`src/rtl/key_pkg.sv`:
```
// Shared widths, filler value and pack-state encoding for the key collector.
package key_pkg;
    localparam int KEY_W  = 32;
    localparam int WORD_W = 64;
    localparam logic [KEY_W-1:0] KEY_FILLER = 32'hFFFF_FFFF;

    typedef enum logic [0:0] {
        PK_EMPTY = 1'b0,
        PK_HALF  = 1'b1
    } packState_t;
endpackage

```
`src/rtl/key_fifo.sv`:
```
// Synchronous first-word-fall-through FIFO with push/pop, sync clear and async active-low reset.
module key_fifo #(
    parameter int WIDTH = 64,
    parameter int DEPTH = 8
) (
    input  logic             clk,
    input  logic             rst,
    input  logic             clear,
    input  logic             push,
    input  logic             pop,
    input  logic [WIDTH-1:0] din,
    output logic [WIDTH-1:0] dout,
    output logic             full,
    output logic             empty
);
    localparam int AW = $clog2(DEPTH);

    logic [AW:0]      wrPtr;
    logic [AW:0]      rdPtr;
    logic [WIDTH-1:0] mem [DEPTH];
    logic             doPush;
    logic             doPop;

    assign empty  = (wrPtr == rdPtr);
    assign full   = (wrPtr[AW] != rdPtr[AW]) && (wrPtr[AW-1:0] == rdPtr[AW-1:0]);
    assign doPop  = pop && !empty;
    // A pop frees the slot the same cycle, so a full FIFO still takes the push.
    assign doPush = push && (!full || doPop);

    always_ff @(posedge clk or negedge rst) begin
        if (!rst) begin
            wrPtr <= '0;
            rdPtr <= '0;
        end else if (clear) begin
            wrPtr <= '0;
            rdPtr <= '0;
        end else begin
            if (doPush) wrPtr <= wrPtr + 1'b1;
            if (doPop)  rdPtr <= rdPtr + 1'b1;
        end
    end

    always_ff @(posedge clk) begin
        if (doPush && !clear) mem[wrPtr[AW-1:0]] <= din;
    end

    assign dout = empty ? '0 : mem[rdPtr[AW-1:0]];
endmodule

```
`src/rtl/key_collector.sv`:
```
// Filters filler keys, packs key pairs into 64-bit words and queues them for the processor,
// tracking sticky overflow plus saturating key/drop counters.
module key_collector
    import key_pkg::*;
#(
    parameter int DEPTH = 8,
    parameter int CNT_W = 16
) (
    input  logic              clk,
    input  logic              rst,
    input  logic              clear,
    input  logic [KEY_W-1:0]  key_in,
    input  logic              key_valid,
    input  logic              flush,
    input  logic              data_rd,
    output logic [WORD_W-1:0] data_out,
    output logic              data_valid,
    output logic              full,
    output logic              half_pend,
    output logic              overflow,
    output logic [CNT_W-1:0]  key_count,
    output logic [CNT_W-1:0]  drop_count
);
    packState_t        packState;
    logic [KEY_W-1:0]  loKey;
    logic              keyOk;
    logic              pushReq;
    logic [WORD_W-1:0] pushWord;
    logic [1:0]        wordKeys;
    logic              popReq;
    logic              fifoEmpty;
    logic              dropWord;
    logic [CNT_W:0]    keySum;
    logic [CNT_W:0]    dropSum;

    assign keyOk = key_valid && (key_in != KEY_FILLER);

    // A real key in HALF completes the word; flush only pads when no key arrives.
    always_comb begin
        pushReq  = 1'b0;
        pushWord = {KEY_FILLER, loKey};
        wordKeys = 2'd1;
        if (packState == PK_HALF) begin
            if (keyOk) begin
                pushReq  = 1'b1;
                pushWord = {key_in, loKey};
                wordKeys = 2'd2;
            end else if (flush) begin
                pushReq = 1'b1;
            end
        end
    end

    assign popReq   = data_rd && !fifoEmpty;
    assign dropWord = pushReq && full && !popReq;

    always_ff @(posedge clk or negedge rst) begin
        if (!rst) begin
            packState <= PK_EMPTY;
            loKey     <= '0;
        end else if (clear) begin
            packState <= PK_EMPTY;
            loKey     <= '0;
        end else if (packState == PK_EMPTY) begin
            if (keyOk) begin
                loKey     <= key_in;
                packState <= PK_HALF;
            end
        end else if (pushReq) begin
            packState <= PK_EMPTY;
        end
    end

    assign keySum  = {1'b0, key_count}  + (CNT_W+1)'(wordKeys);
    assign dropSum = {1'b0, drop_count} + (CNT_W+1)'(wordKeys);

    always_ff @(posedge clk or negedge rst) begin
        if (!rst) begin
            key_count  <= '0;
            drop_count <= '0;
            overflow   <= 1'b0;
        end else if (clear) begin
            key_count  <= '0;
            drop_count <= '0;
            overflow   <= 1'b0;
        end else if (dropWord) begin
            overflow   <= 1'b1;
            drop_count <= dropSum[CNT_W] ? '1 : dropSum[CNT_W-1:0];
        end else if (pushReq) begin
            key_count  <= keySum[CNT_W] ? '1 : keySum[CNT_W-1:0];
        end
    end

    key_fifo #(
        .WIDTH (WORD_W),
        .DEPTH (DEPTH)
    ) uFifo (
        .clk   (clk),
        .rst   (rst),
        .clear (clear),
        .push  (pushReq),
        .pop   (popReq),
        .din   (pushWord),
        .dout  (data_out),
        .full  (full),
        .empty (fifoEmpty)
    );

    assign data_valid = !fifoEmpty;
    assign half_pend  = (packState == PK_HALF);
endmodule

```
`config.mk`:
```
export PLATFORM = sky130hd
export DESIGN_NAME = key_collector
export DESIGN_NICKNAME = d
export VERILOG_FILES = /design/src/rtl/key_pkg.sv /design/src/rtl/key_fifo.sv /design/src/rtl/key_collector.sv
export SDC_FILE = /design/constraint.sdc
export NUM_CORES = 1
export LEC_CHECK = 0
export ABC_CLOCK_PERIOD_IN_PS = 7360
export CAP_MARGIN = 20
export CORE_ASPECT_RATIO = 1.75
export CORE_MARGIN = 3
export CORE_UTILIZATION = 59
export DETAILED_ROUTE_END_ITERATION = 8
export PLACE_DENSITY = 0.79
export SLEW_MARGIN = 20
export SYNTH_ARGS = -nofsm -noshare
export SYNTH_HDL_FRONTEND = slang
export SYNTH_SLANG_ARGS = --single-unit
```
`constraint.sdc`:
```
create_clock -name clk -period 7.36 [get_ports clk]
set_input_delay 1.84 -clock clk [delete_from_list [all_inputs] [get_ports clk]]
set_output_delay 1.84 -clock clk [all_outputs]
set_load 0.02 [all_outputs]
```
; After elaboration in Yosys (flattened, before gate mapping)
; Memories as Yosys holds them, arrays and structs flattened.
; Index checks and enable logic that the tools add are counted.
[classes]
n_reduce_logical = 20
mux = 30
add_sub_neg = 4
n_eq_ne = 6
[op_table]
columns = cell, count
row1 = 64-bit 2-to-1 mux, 3
row2 = 16-bit 2-to-1 mux, 7
row3 = 32-bit 2-to-1 mux, 3
row4 = 16-bit by 2-bit adder with 17-bit output, 2
row5 = "32-bit inequality test, second input constant", 1
row6 = 4-bit 2-to-1 mux, 4
row7 = 1-bit 2-to-1 mux, 11
row8 = 2-bit nonzero test, 5
row9 = "4-bit by 1-bit adder with 4-bit output, second input constant", 2
row10 = 1-bit logical AND, 8
row11 = 4-bit equality test, 1
row12 = 1-bit zero test, 4
row13 = 2-bit 2-to-1 mux, 2
row14 = "2-bit inequality test, second input constant", 2
row15 = 2-bit AND reduction, 2
row16 = 3-bit equality test, 1
row17 = 1-bit logical OR, 1
row18 = 1-bit inequality test, 1
[totals]
n_memories = 1
regBits = 74
wordCells = 68
ramBits = 512
inputBits = 38
[mem_list]
columns = name, depth, width, rd, rd_ports_with_merged_regs, wr, line_no
row1 = uFifo.mem, 8, 64, 1, 0, 1, key_fifo.sv:20  ; logic [WIDTH-1:0] mem [DEPTH];

; Logic depth before layout (Yosys ltp)
; Gate-level depths: netlist (run 1).
[depth]
ltp_word = 9
depth_mapped = 12

; Modules after synthesis
; A second synthesis (run 1) with hierarchy kept.
[hier_totals]
cells_unflattened = 1288
area_unflattened_um2 = 23950.5
[modules_own_cells]
columns = module, area_each_um2, cells_per_inst, instances
row1 = key_fifo, 20129.3, 896, 1
row2 = key_collector, 3821.2, 392, 1

; Worst setup path after synthesis (run 1)
; OpenSTA, ideal clock, no wires.
[synth_timing]
path_kind = input -> register
start = input key_in[8]
end = memory uFifo.mem[1][0] (enable)
path_buffers = 1
t_arrival_ps = 7232
path_slack_ps = -436
t_required_ps = 6796
path_stages = 7
path_cell_list = nand4_1 or4_4 o21ai_1 a21oi_1 clkbuf_1 nand3_1 nor3_1
[synth_via]
elab_chain_cells = 8
[synth_rtl]
columns = element, line_no
row1 = from (decl), key_collector.sv:12  ; input logic [KEY_W-1:0] key_in,
row2 = 32-bit inequality test, key_collector.sv:36  ; assign keyOk = key_valid && (key_in != KEY_FILLER);
row3 = 1-bit logical AND, key_collector.sv:36
row4 = 1-bit 2-to-1 mux, key_collector.sv:44  ; if (keyOk) begin
row5 = 1-bit 2-to-1 mux, key_collector.sv:43  ; if (packState == PK_HALF) begin
row6 = 1-bit logical AND, key_fifo.sv:28  ; assign doPush = push && (!full || doPop);
row7 = 1-bit logical AND, key_fifo.sv:44  ; if (doPush && !clear) mem[wrPtr[AW-1:0]] <= din;
row8 = 1-bit 2-to-1 mux, key_fifo.sv:44
row9 = 1-bit 2-to-1 mux (not written as such), key_fifo.sv:44
row10 = to (decl), key_fifo.sv:20
; No other way between the ends.

; Worst setup path after layout (run 1)
[layout_timing]
start = register uFifo.rdPtr[2]
end = output data_out[17]
[layout_via]
elab_chain_cells = 2
word_cells_on_any_way = 3
cone_classes = eq/ne: 1 / mux: 1 / memory: 1
[layout_rtl]
columns = element, line_no
row1 = from (decl), key_fifo.sv:19  ; logic [AW:0] rdPtr;
row2 = from (signal assigned), key_fifo.sv:39  ; if (doPop) rdPtr <= rdPtr + 1'b1;
row3 = memory 8 x 64 bit / 4-bit equality test (equally long branches), n/a
row4 = 64-bit 2-to-1 mux (*), key_fifo.sv:47  ; assign dout = empty ? '0 : mem[rdPtr[AW-1:0]];
row5 = to (decl), key_collector.sv:16  ; output logic [WORD_W-1:0] data_out,
; Mark *: on every way between the ends. The rest lies on a longest branch, timed or not.

==> results of run 1 <==
==> worst max path at each step <==
stage                               start                          to  slack [ns]  cells after the start
6_report       uFifo.rdPtr[2]$_DFFE_PN0P_                data_out[17]        2.06                      4
5_1_grt                         key_in[0]  uFifo.mem[5][36]$_DFFE_PP_        1.97                      8
3_3_place_gp                   key_in[15]    key_count[4]$_DFFE_PN0P_        1.66                     11
3_5_place_dp                    key_in[0]    key_count[4]$_DFFE_PN0P_        1.52                     11
4_1_cts        uFifo.rdPtr[0]$_DFFE_PN0P_                data_out[16]        1.66                      5
2_1_floorplan                   key_in[8]   uFifo.mem[7][0]$_DFFE_PP_        1.28                      7
==> cell usage after synthesis (8+ instances only) <==
| cell type | n |
|---|---|
| clkbuf_1 | 41 |
| nor3_1 | 11 |
| nand2_1 | 12 |
| edfxtp_1 | 512 |
| and3_1 | 14 |
| mux4_2 | 128 |
| a311oi_1 | 11 |
| buf_1 | 19 |
| mux2i_1 | 96 |
| nor2_1 | 123 |
| a41oi_1 | 8 |
| dfrtp_1 | 74 |
| a31oi_1 | 10 |
| nand2b_1 | 36 |
| a21oi_1 | 16 |
| buf_2 | 8 |
| inv_1 | 10 |
| nand3_1 | 9 |
| nand4_1 | 17 |
==> registers in the layout, summed over array words and instances, names as in the netlist <==
| register | count |
|---|---|
| uFifo.mem | 512 |
| uFifo.wrPtr | 4 |
| loKey | 32 |
| half_pend | 1 |
| drop_count | 16 |
| key_count | 16 |
| overflow | 1 |
| uFifo.rdPtr | 4 |
==> cell usage in the layout (no fill, tap or decap), types with 5 or more instances in the layout <==
| master | Yosys | layout |
|---|---|---|
| xnor2_1 | 6 | 6 |
| nand3_1 | 9 | 9 |
| nand4_1 | 17 | 17 |
| buf_4 | 0 | 16 |
| a311oi_1 | 11 | 11 |
| edfxtp_1 | 512 | 512 |
| o21ai_0 | 7 | 7 |
| clkbuf_16 | 0 | 48 |
| clkdlybuf4s50_1 | 0 | 135 |
| clkbuf_8 | 0 | 6 |
| a41oi_1 | 8 | 8 |
| a31oi_1 | 10 | 10 |
| bufinv_16 | 0 | 6 |
| clkinv_1 | 1 | 5 |
| a211oi_1 | 7 | 7 |
| clkinv_2 | 0 | 7 |
| mux4_2 | 128 | 128 |
| a21oi_1 | 16 | 15 |
| and2_1 | 5 | 5 |
| nand2b_1 | 36 | 36 |
| xor2_1 | 6 | 6 |
| nor2_4 | 0 | 7 |
| and3_1 | 14 | 14 |
| dfrtp_1 | 74 | 71 |
| nand2_1 | 12 | 12 |
| mux2i_1 | 96 | 96 |
| nor2_1 | 123 | 116 |
| nor3_1 | 11 | 9 |
| ha_1 | 6 | 6 |
| buf_12 | 0 | 5 |
| inv_1 | 10 | 10 |
| clkbuf_1 | 41 | 13 |
==> worst max-delay path: stages (launching register included) <==
cell	delay, ns
dfrtp_4	0.91
buf_4	0.73
mux2i_1	0.16
nor2_1	0.29
clkdlybuf4s50_1	0.71
==> report_power, final <==
part	switching [mW]	internal [mW]	leakage, nW
clock	1.14	1.48	0.789
combinational	0.372	0.328	2.22
sequential	0.0479	3.63	5.84
==> cells by family after synthesis <==
family / count (synthesis) / synth area share
AOI/OAI and AO/OA: 83 / 0.0268
xor gates and xnor gates: 12 / 0.00448
adders and majority gates: 8 / 0.00416
buffers and inverters: 81 / 0.0137
DFF: 586 / 0.734
muxes: 227 / 0.165
and+or+nand+nor: 247 / 0.0519
==> metrics by stage <==
stage | power, mW | util
6_report | 7.01 | 0.691
3_3_place_gp | 4.44 | 0.649
4_1_cts | 7.04 | 0.690
5_1_grt | 7.20 | 0.691
2_1_floorplan | 4.17 | -
3_5_place_dp | 4.45 | 0.649
==> cell type report <==
class	count	area [um^2]
clock buffer	67	1330
sequential	586	17200
multi-input combinational	577	6010
timing repair buffer	159	1630
clock inverter	22	280
inverter	12	45.0
fill	2404	12100
tap	490	613
==> layer usage <==
layer  up-vias  track usage  share of wire
met5         -            0              0
met3        96       0.0414          0.069
met2       584        0.444           0.54
met4         0       0.0874          0.029
li1       5271            -              -
met1      6536        0.323           0.36
==> results.md, run 1 <==
- Hold Crit Start: overflow$_DFFE_PN0P_
- Core Region: 0.0393 mm^2
- R2r worst-path depth: 7
- Drt drc: 0
- Post-synthesis area per instance: 18.9 um^2
- Asr flop ratio synth: 0.126
- Vias per cell: between 6 and 7
- Setup Crit Path Kind: flip-flop to output port
- Min Hold Slack: 0.512 ns
- Initial Util: 0.598
- Die W: roughly 160 um
- Register area share after synthesis: 0.734
- Post-synthesis register bit count: around 590
- Final hold viol count: 0
- Rel. slew slack: 0.338
- Post-route clock skew: 0.0280 ns
- Vias in the first global route: around 13000
- Worst-path fanout max: 35
- DP Worst Slack: 1.52 ns
- Count of boundary I/O pins: 138
- CP required: between 5 and 6 ns
- Worst hold stages: 2
- R2R Path Start: uFifo.rdPtr[1]$_DFFE_PN0P_
- GP Congestion: 0.826
- DRT Pass-1 Iters: 5
- Synth top area share: 0.655
- Measured slew at the worst slew-check pin: 0.992 ns
- Syn_nets: 1288
- Ant. Diodes: 0
- Setup_tns: 0 ns
- Distinct cells, synth: 57
- RSZ-0062 raised after global routing: false
- Clock Tree Root: clkbuf_16
- Setup crit start kind: flip-flop
- Share of layout cells above drive strength 1: 0.181
- H-Tree Depth: 2
- Hold Buf Count CTS: 0
- First-pass GRT wire length: 80.5 mm
- Finished Layout Cells: 1913
- CTS tree: done
- R2r endpoint: uFifo.mem[4][37]$_DFFE_PP_
- Max cap viols: 0
- P per Cell Area: 258 mW/mm^2
- Die Ht: 270 um
- Iter 0 DRT Violations: 1026
- Grt total ovfl: 0
- Period Utilization, post-route: 0.720
- Placed cell areas: 0.0255 mm^2
- Row count: 96
- Crit end category: output port
- Largest net degree at the start of global routing: 79
- # resized after CTS: 0
- R2R Setup Slk: roughly 3.0 ns
- Hold WC Path Type: flip-flop to flip-flop
- Slew Limit Fails: 0
- Wire per inst: 27.5 um
- Synthesized instance count: around 1200
- Initial antenna violation count: 0
- DP Cell Count: 1822
- Final instance area: 0.0272 mm^2
- Port Buf Inserts: ~140
- Post-detail-place hpwl: 28.6 mm
- Dominant cell type by area after synthesis: edfxtp_1
- WL final: 52.6 mm
- CTS Buffer Depth: 3
- Final WS setup: slightly above 2 ns
- Fmax: ~0.19 GHz
- Mapped Area: 0.0235 mm^2
- Routed via count: ~12000
- Post-route minimum period: ~5.3 ns
- Reg clk slew, reported paths: approximately 0.060 ns
- CTS sink count: between 500 and 600
- CP arrival: 3.46 ns
- Total Nets Final: 1428
- Leakage: 8.85 nW
- Maximum vdd ir drop: 204 uV
- Main synth FF type: edfxtp_1
- Synth warnings: 0
- Post-synth EDFFs: 512
- Antenna viol nets, final: 0
- Final setup viols: 0
- Dominant cells by area after synthesis: edfxtp_1 65%, mux4_2 12%, dfrtp_1 7.9%
- Post-CTS Setup Bufs: 0
- Total CTS buffers: 48
- Worst skew pair latency: 0.58 ns
- Layout area overhead: 15.7%
- GRT Util Overall: 0.254
- Die ar.: roughly 0.042 mm^2
- Hold Crit Endpoint: overflow$_DFFE_PN0P_
- Status: finished, final reports clean
No activity file was read; power rests on OpenSTA's default activity.
==> inputs of run 2 (changes only) <==
ABC_CLOCK_PERIOD_IN_PS = 5350   (was 7360)
clock period = 5.35 ns   (was 7.36 ns; I/O delays follow)
==> run 2 against run 1 <==
Net effect:
- clock power increased by 40%
- non-clock buffer count increased by 14
- wire length decreased by 0.48%
- largest cell class unchanged
- critical path depth increased by 1
- sequential power increased by 38%
- die area unchanged
- utilization increased by 0.63 points
- clock skew decreased by 0.017 ns
- flip-flop and latch count unchanged
- highest routed layer unchanged
- critical endpoint is now data_out[2]
==> results.md, run 2 (synthesis gave the netlist of run 1 again) <==
- Post-CTS Setup Bufs: 0 (unchanged)
- Post-Route Utilization: 0.698 (+0.00631)
- CTS sink count: 586 (unchanged)
- Hold WC Path Type: flip-flop to flip-flop
- Final hold viol count: 0 (unchanged)
- GP Congestion: 0.854 (+3.5%)
- CP peak stage delay: 0.75 ns (-0.16 ns)
- DP Worst Slack: 0.308 ns (-1.21 ns)
- DRT Pass-1 Iters: 5 (unchanged)
- Measured slew at the worst slew-check pin: 0.971 ns (-0.0215 ns)
- Crit-path cells: buf_4 -> mux4_2 -> mux2i_1 -> nor2_1 -> clkdlybuf4s50_1
- Status: finished, final reports clean
- Vias in the first global route: 13200 (-1.3%)
- Slew Limit Fails: 0 (unchanged)
- Die ar.: 0.0423 mm^2 (unchanged)
- Maximum vdd ir drop: 276 uV (+35%)
- Highest routing layer actually used: met4
- Share of layout cells above drive strength 1: 0.194 (+0.0131)
- Fmax: 0.213 GHz
- Routed via count: 12500 (+0.088%)
- Commonest non-fill, non-tap cell in the layout: edfxtp_1
- Port Buf Inserts: 137 (unchanged)
- Final WS setup: 0.653 ns (-1.41 ns)
- P per Cell Area: 354 mW/mm^2 (+37%)
- Initial antenna violation count: 0 (unchanged)
- Die W: 157 um (unchanged)
- Post-route clock skew: 0.0110 ns (-0.0170 ns)
- Placed cell areas: 0.0257 mm^2 (+0.96%)
- Worst-path fanout max: 24 (-31%)
- Fill cells: 2360 (-1.8%)
- Final setup viols: 0 (unchanged)
- Total CTS buffers: 49 (+2.1%)
- Antenna viol nets, final: 0 (unchanged)
- Layout area overhead: 16.7%
- Die Ht: 270 um (unchanged)
- WL final: 52.4 mm (-0.48%)
- Final instance area: 0.0274 mm^2 (+0.91%)
- Met3 WL: 3.53 mm (-2.6%)
- Post-detail-place hpwl: 30.1 mm (+5.3%)
- Drt drc: 0 (unchanged)
- Rel. slew slack: 0.351 (+0.0128)
- CP required: 4.01 ns (-1.51 ns)
- CTS tree: done
- Crit end category: output port
- Count of boundary I/O pins: 138 (unchanged)
- Row count: 96 (unchanged)
- Iter 0 DRT Violations: 965 (-5.9%)
- Grt total ovfl: 0 (unchanged)
- Setup crit start kind: flip-flop
- Wire per inst: 27.1 um (-1.4%)
- Setup Crit Path Kind: flip-flop to output port
- Total power: 9.71 mW (+39%)
- Clock Tree Root: clkbuf_16
- H-Tree Depth: 2 (unchanged)
- # resized after CTS: 0 (unchanged)
- Worst skew pair latency: 0.57 ns (about the same)
- Total Nets Final: 1443 (+1.1%)
- First-pass GRT wire length: 79.6 mm (-1.2%)
- CP arrival: 3.36 ns (-0.10 ns)
- Max reg flops: 512 (unchanged)
- Vias per cell: 6.48 (-0.79%)
- Core Region: 0.0393 mm^2 (unchanged)
- Largest net degree at the start of global routing: 67 (-15%)
- Min Hold Slack: 0.512 ns (-0.000387 ns)
- Met1 Wirelength: 19.6 mm (+3.9%)
- Leakage: 8.98 nW (+1.5%)
- Reg clk slew, reported paths: 0.07 ns (about the same)
- RSZ-0062 raised after global routing: false
- Commonest cells after routing, fill and taps aside: 512 x edfxtp_1, 135 x clkdlybuf4s50_1, 128 x mux4_2, 116 x nor2_1, 96 x mux2i_1
- Max cap viols: 0 (unchanged)
- CTS Buffer Depth: 3 (unchanged)
- Hold Buf Count CTS: 0 (unchanged)
- Met2 wire length: 27.4 mm (-4.2%)
- Period Utilization, post-route: 0.878
- Initial Util: 0.598 (unchanged)
- Slowest-stage cell, CP: dfrtp_4
- GRT Util Overall: 0.250 (-0.00354)
- Ant. Diodes: 0 (unchanged)
- Post-route minimum period: roughly 4.7 ns
[run 2: cell types whose count changed in the layout (fill, tap and decap cells not counted), sizes merged]
cell,before,now
inv,13,14
clkbuf,67,69
clkinv,14,15
bufinv,6,5
buf,24,38
[run 2: report_power, final]
group | switching (mW) | internal, mW | leakage [nW]
Sequential | 0.0698 | 5.00 | 5.84
Clock | 1.58 | 2.10 | 0.829
Combinational | 0.508 | 0.457 | 2.32
Total | 2.15 | 7.55 | 8.98
[run 2: layout make-up]
type                            instances  area (um^2)  share of cell area
Timing Repair Buffer                  173         1820              0.0665
Inverter                               12         45.0             0.00164
Sequential cell                       586        17200               0.629
Multi-Input combinational cell        577         6010               0.219
Clock inverter                         23          256             0.00936
Clock buffer                           69         1410              0.0516
Tap cell                              490          613              0.0224
[run 2: per-layer routing]
| layer | track usage | vias to the layer above |
|---|---|---|
| li1 | - | 5303 |
| met1 | 0.333 | 6489 |
| met2 | 0.420 | 592 |
| met3 | 0.0401 | 114 |
| met4 | 0.0948 | 0 |
| met5 | 0 | - |
[run 2: worst max-delay path: cells and delay by family (launching register included)]
kind                   cells  cell delay, ns
and+or+nand+nor            1            0.12
buffers and inverters      2            1.10
DFF                        1            0.75
muxes                      2            0.80
[run 2: worst paths after layout]
check	from	to	slack [ns]	depth (start not counted)
worst max register to register	uFifo.rdPtr[1]$_DFFE_PN0P_	uFifo.mem[7][62]$_DFFE_PP_	1.80	8
worst min register to register	overflow$_DFFE_PN0P_	overflow$_DFFE_PN0P_	0.51	2
worst min-delay path	overflow$_DFFE_PN0P_	overflow$_DFFE_PN0P_	0.51	2
max in group asynchronous	rst	uFifo.rdPtr[0]$_DFFE_PN0P_	3.59	2
min in group asynchronous	rst	key_count[10]$_DFFE_PN0P_	0.76	1
worst max-delay path	uFifo.rdPtr[0]$_DFFE_PN0P_	data_out[2]	0.65	5
[run 2: stage by stage]
step,setup TNS (ns),std cells
4_1_cts,0,1930
2_1_floorplan,-55.54,1244
3_3_place_gp,0,1838
3_5_place_dp,0,1838
5_1_grt,0,1930
6_report,0,1930
==> inputs of run 3 (changes only) <==
CORE_MARGIN = default   (was 3)
REMOVE_ABC_BUFFERS = 1   (was default)
==> run 3 against run 2 <==
Net effect:
- the run now ends with design-rule violations left
- clock-buffer cell count increased by 1
- wire length shrank 2.4%
- fmax up 1.3%
- sequential power barely moved
- register-to-register slack worse by 0.37 ns
- critical endpoint is now data_out[55]
- largest power group unchanged
==> results.md, run 3 (synthesis gave the netlist of run 1 again) <==
- Status: finished with violations
- Failing checks: design-rule violations
- Largest net degree at the start of global routing: 70 (+4.5%)
- Final hold viol count: 0 (unchanged)
- Vias per cell: 6.47 (about the same)
- Total CTS buffers: 49 (unchanged)
- CP arrival: 3.30 ns (-0.06 ns)
- Total Nets Final: 1432 (-0.76%)
- Setup Crit Path Kind: flip-flop to output port
- Reg clk slew, reported paths: 0.07 ns (about the same)
- Measured slew at the worst slew-check pin: 1.11 ns (+0.137 ns)
- WL final: 51.1 mm (-2.4%)
- Ant. Diodes: 0 (unchanged)
- # resized after CTS: 0 (unchanged)
- First-pass GRT wire length: 77.2 mm (-2.9%)
- Finished Layout Cells: 1917 (-0.67%)
- DRT Pass-1 Iters: 9 (+4)
- Placed cell areas: 0.0256 mm^2 (-0.47%)
- Max reg flops: 512 (unchanged)
- Post-route clock skew: 0.0118 ns (+0.000829 ns)
- Die Ht: 266 um (-1.5%)
- Maximum vdd ir drop: 238 uV (-14%)
- Fmax: 0.216 GHz (+1.3%)
- Highest routing layer actually used: met4
- Count of boundary I/O pins: 138 (unchanged)
- Met2 wire length: 27.5 mm (+0.45%)
- Post-route minimum period: 4.64 ns (-0.0615 ns)
- CTS tree: done
- GP Congestion: 0.893 (+4.5%)
- Worst skew pair latency: 0.57 ns (about the same)
- Final instance area: 0.0272 mm^2 (-0.73%)
- Drt drc: 6 (+6)
- P per Cell Area: 352 mW/mm^2 (-0.71%)
- Commonest cells after routing, fill and taps aside: 512 x edfxtp_1, 135 x clkdlybuf4s50_1, 128 x mux4_2, 116 x nor2_1, 96 x mux2i_1
- Vias in the first global route: 12900 (-2.6%)
- CTS sink count: 586 (unchanged)
- CP required: 4.01 ns (about the same)
- CTS Buffer Depth: 3 (unchanged)
- H-Tree Depth: 2 (unchanged)
- Total power: 9.57 mW (-1.4%)
- Post-CTS Setup Bufs: 0 (unchanged)
- Met3 WL: 3.08 mm (-13%)
- DP Cell Count: 1827 (-0.60%)
- Die ar.: 0.0406 mm^2 (-4.0%)
- Row count: 96 (unchanged)
- Die W: 153 um (-2.6%)
- Met1 Wirelength: 19.0 mm (-3.2%)
- Hold Buf Count CTS: 0 (unchanged)
- Routed via count: 12400 (-0.75%)
- Setup_tns: 0 ns (unchanged)
- Rel. slew slack: 0.262 (-0.0896)
- Crit end category: output port
- Commonest non-fill, non-tap cell in the layout: edfxtp_1
- Post-detail-place hpwl: 28.0 mm (-7.0%)
- Antenna viol nets, final: 0 (unchanged)
- GRT Util Overall: 0.257 (+0.00687)
- Initial Util: 0.600 (+0.00183)
- Min Hold Slack: 0.510 ns (-0.00189 ns)
- Wire per inst: 26.7 um (-1.7%)
- Initial antenna violation count: 0 (unchanged)
- Slew Limit Fails: 0 (unchanged)
- Share of layout cells above drive strength 1: 0.183 (-0.0108)
- Setup crit start kind: flip-flop
- Grt total ovfl: 0 (unchanged)
- Port Buf Inserts: 137 (unchanged)
- Clock Tree Root: clkbuf_16
- Layout area overhead: 15.9%
- Iter 0 DRT Violations: 1126 (+17%)
- Final setup viols: 0 (unchanged)
- Hold WC Path Type: flip-flop to flip-flop
- RSZ-0062 raised after global routing: false
- Max cap viols: 0 (unchanged)
- Worst-path fanout max: 67 (+180%)
- Leakage: 8.87 nW (-1.2%)
- Core Region: 0.0392 mm^2 (-0.31%)
- Period Utilization, post-route: 0.866 (-0.0115)
==> run 3: metal layers <==
metal  vias to the layer above  GRT usage
met2                       551      0.462
met5                         -          0
met4                         0     0.0928
li1                       5274          -
met1                      6477      0.323
met3                       102     0.0316
==> run 3: power breakdown <==
part / leakage [nW] / internal [mW] / switching (mW) / total [mW]
sequential: 5.84 / 5.00 / 0.0716 / 5.07
clock: 0.769 / 1.97 / 1.57 / 3.54
combinational: 2.26 / 0.458 / 0.498 / 0.956
==> run 3: final timing paths <==
kind	slack, ns	startpoint	cells past startpoint	to
max in group asynchronous	3.59	rst	2	loKey[3]$_DFFE_PN0P_
max reg2reg	1.43	uFifo.rdPtr[2]$_DFFE_PN0P_	8	uFifo.mem[2][46]$_DFFE_PP_
max	0.71	uFifo.rdPtr[2]$_DFFE_PN0P_	5	data_out[55]
min	0.51	overflow$_DFFE_PN0P_	2	overflow$_DFFE_PN0P_
min in group asynchronous	0.84	rst	1	drop_count[14]$_DFFE_PN0P_
min reg2reg	0.51	overflow$_DFFE_PN0P_	2	overflow$_DFFE_PN0P_
==> run 3: metrics by stage <==
stage,util,setup WS [ns]
final,0.695,0.715
after detailed placement,0.654,0.234
after global routing,0.695,0.614
after floorplan,-,-7.36
after CTS,0.695,0.706
after global placement,0.654,0.416
==> run 3: area by class of cell <==
class,instances,area [um^2]
fillers,2380,12000
inverters,12,45.0
clock buffers,70,1400
multi-input cells,577,6000
flip-flops and latches,586,17200
clock inverters,20,193
well taps,490,613
repair buffers,162,1710
==> run 3: critical path, stage by stage (launching register included) <==
cell,delay (ns)
dfrtp_4,0.88
xor2_1,0.22
nor4b_2,0.41
buf_12,0.40
nor2_1,0.21
clkdlybuf4s50_1,0.58
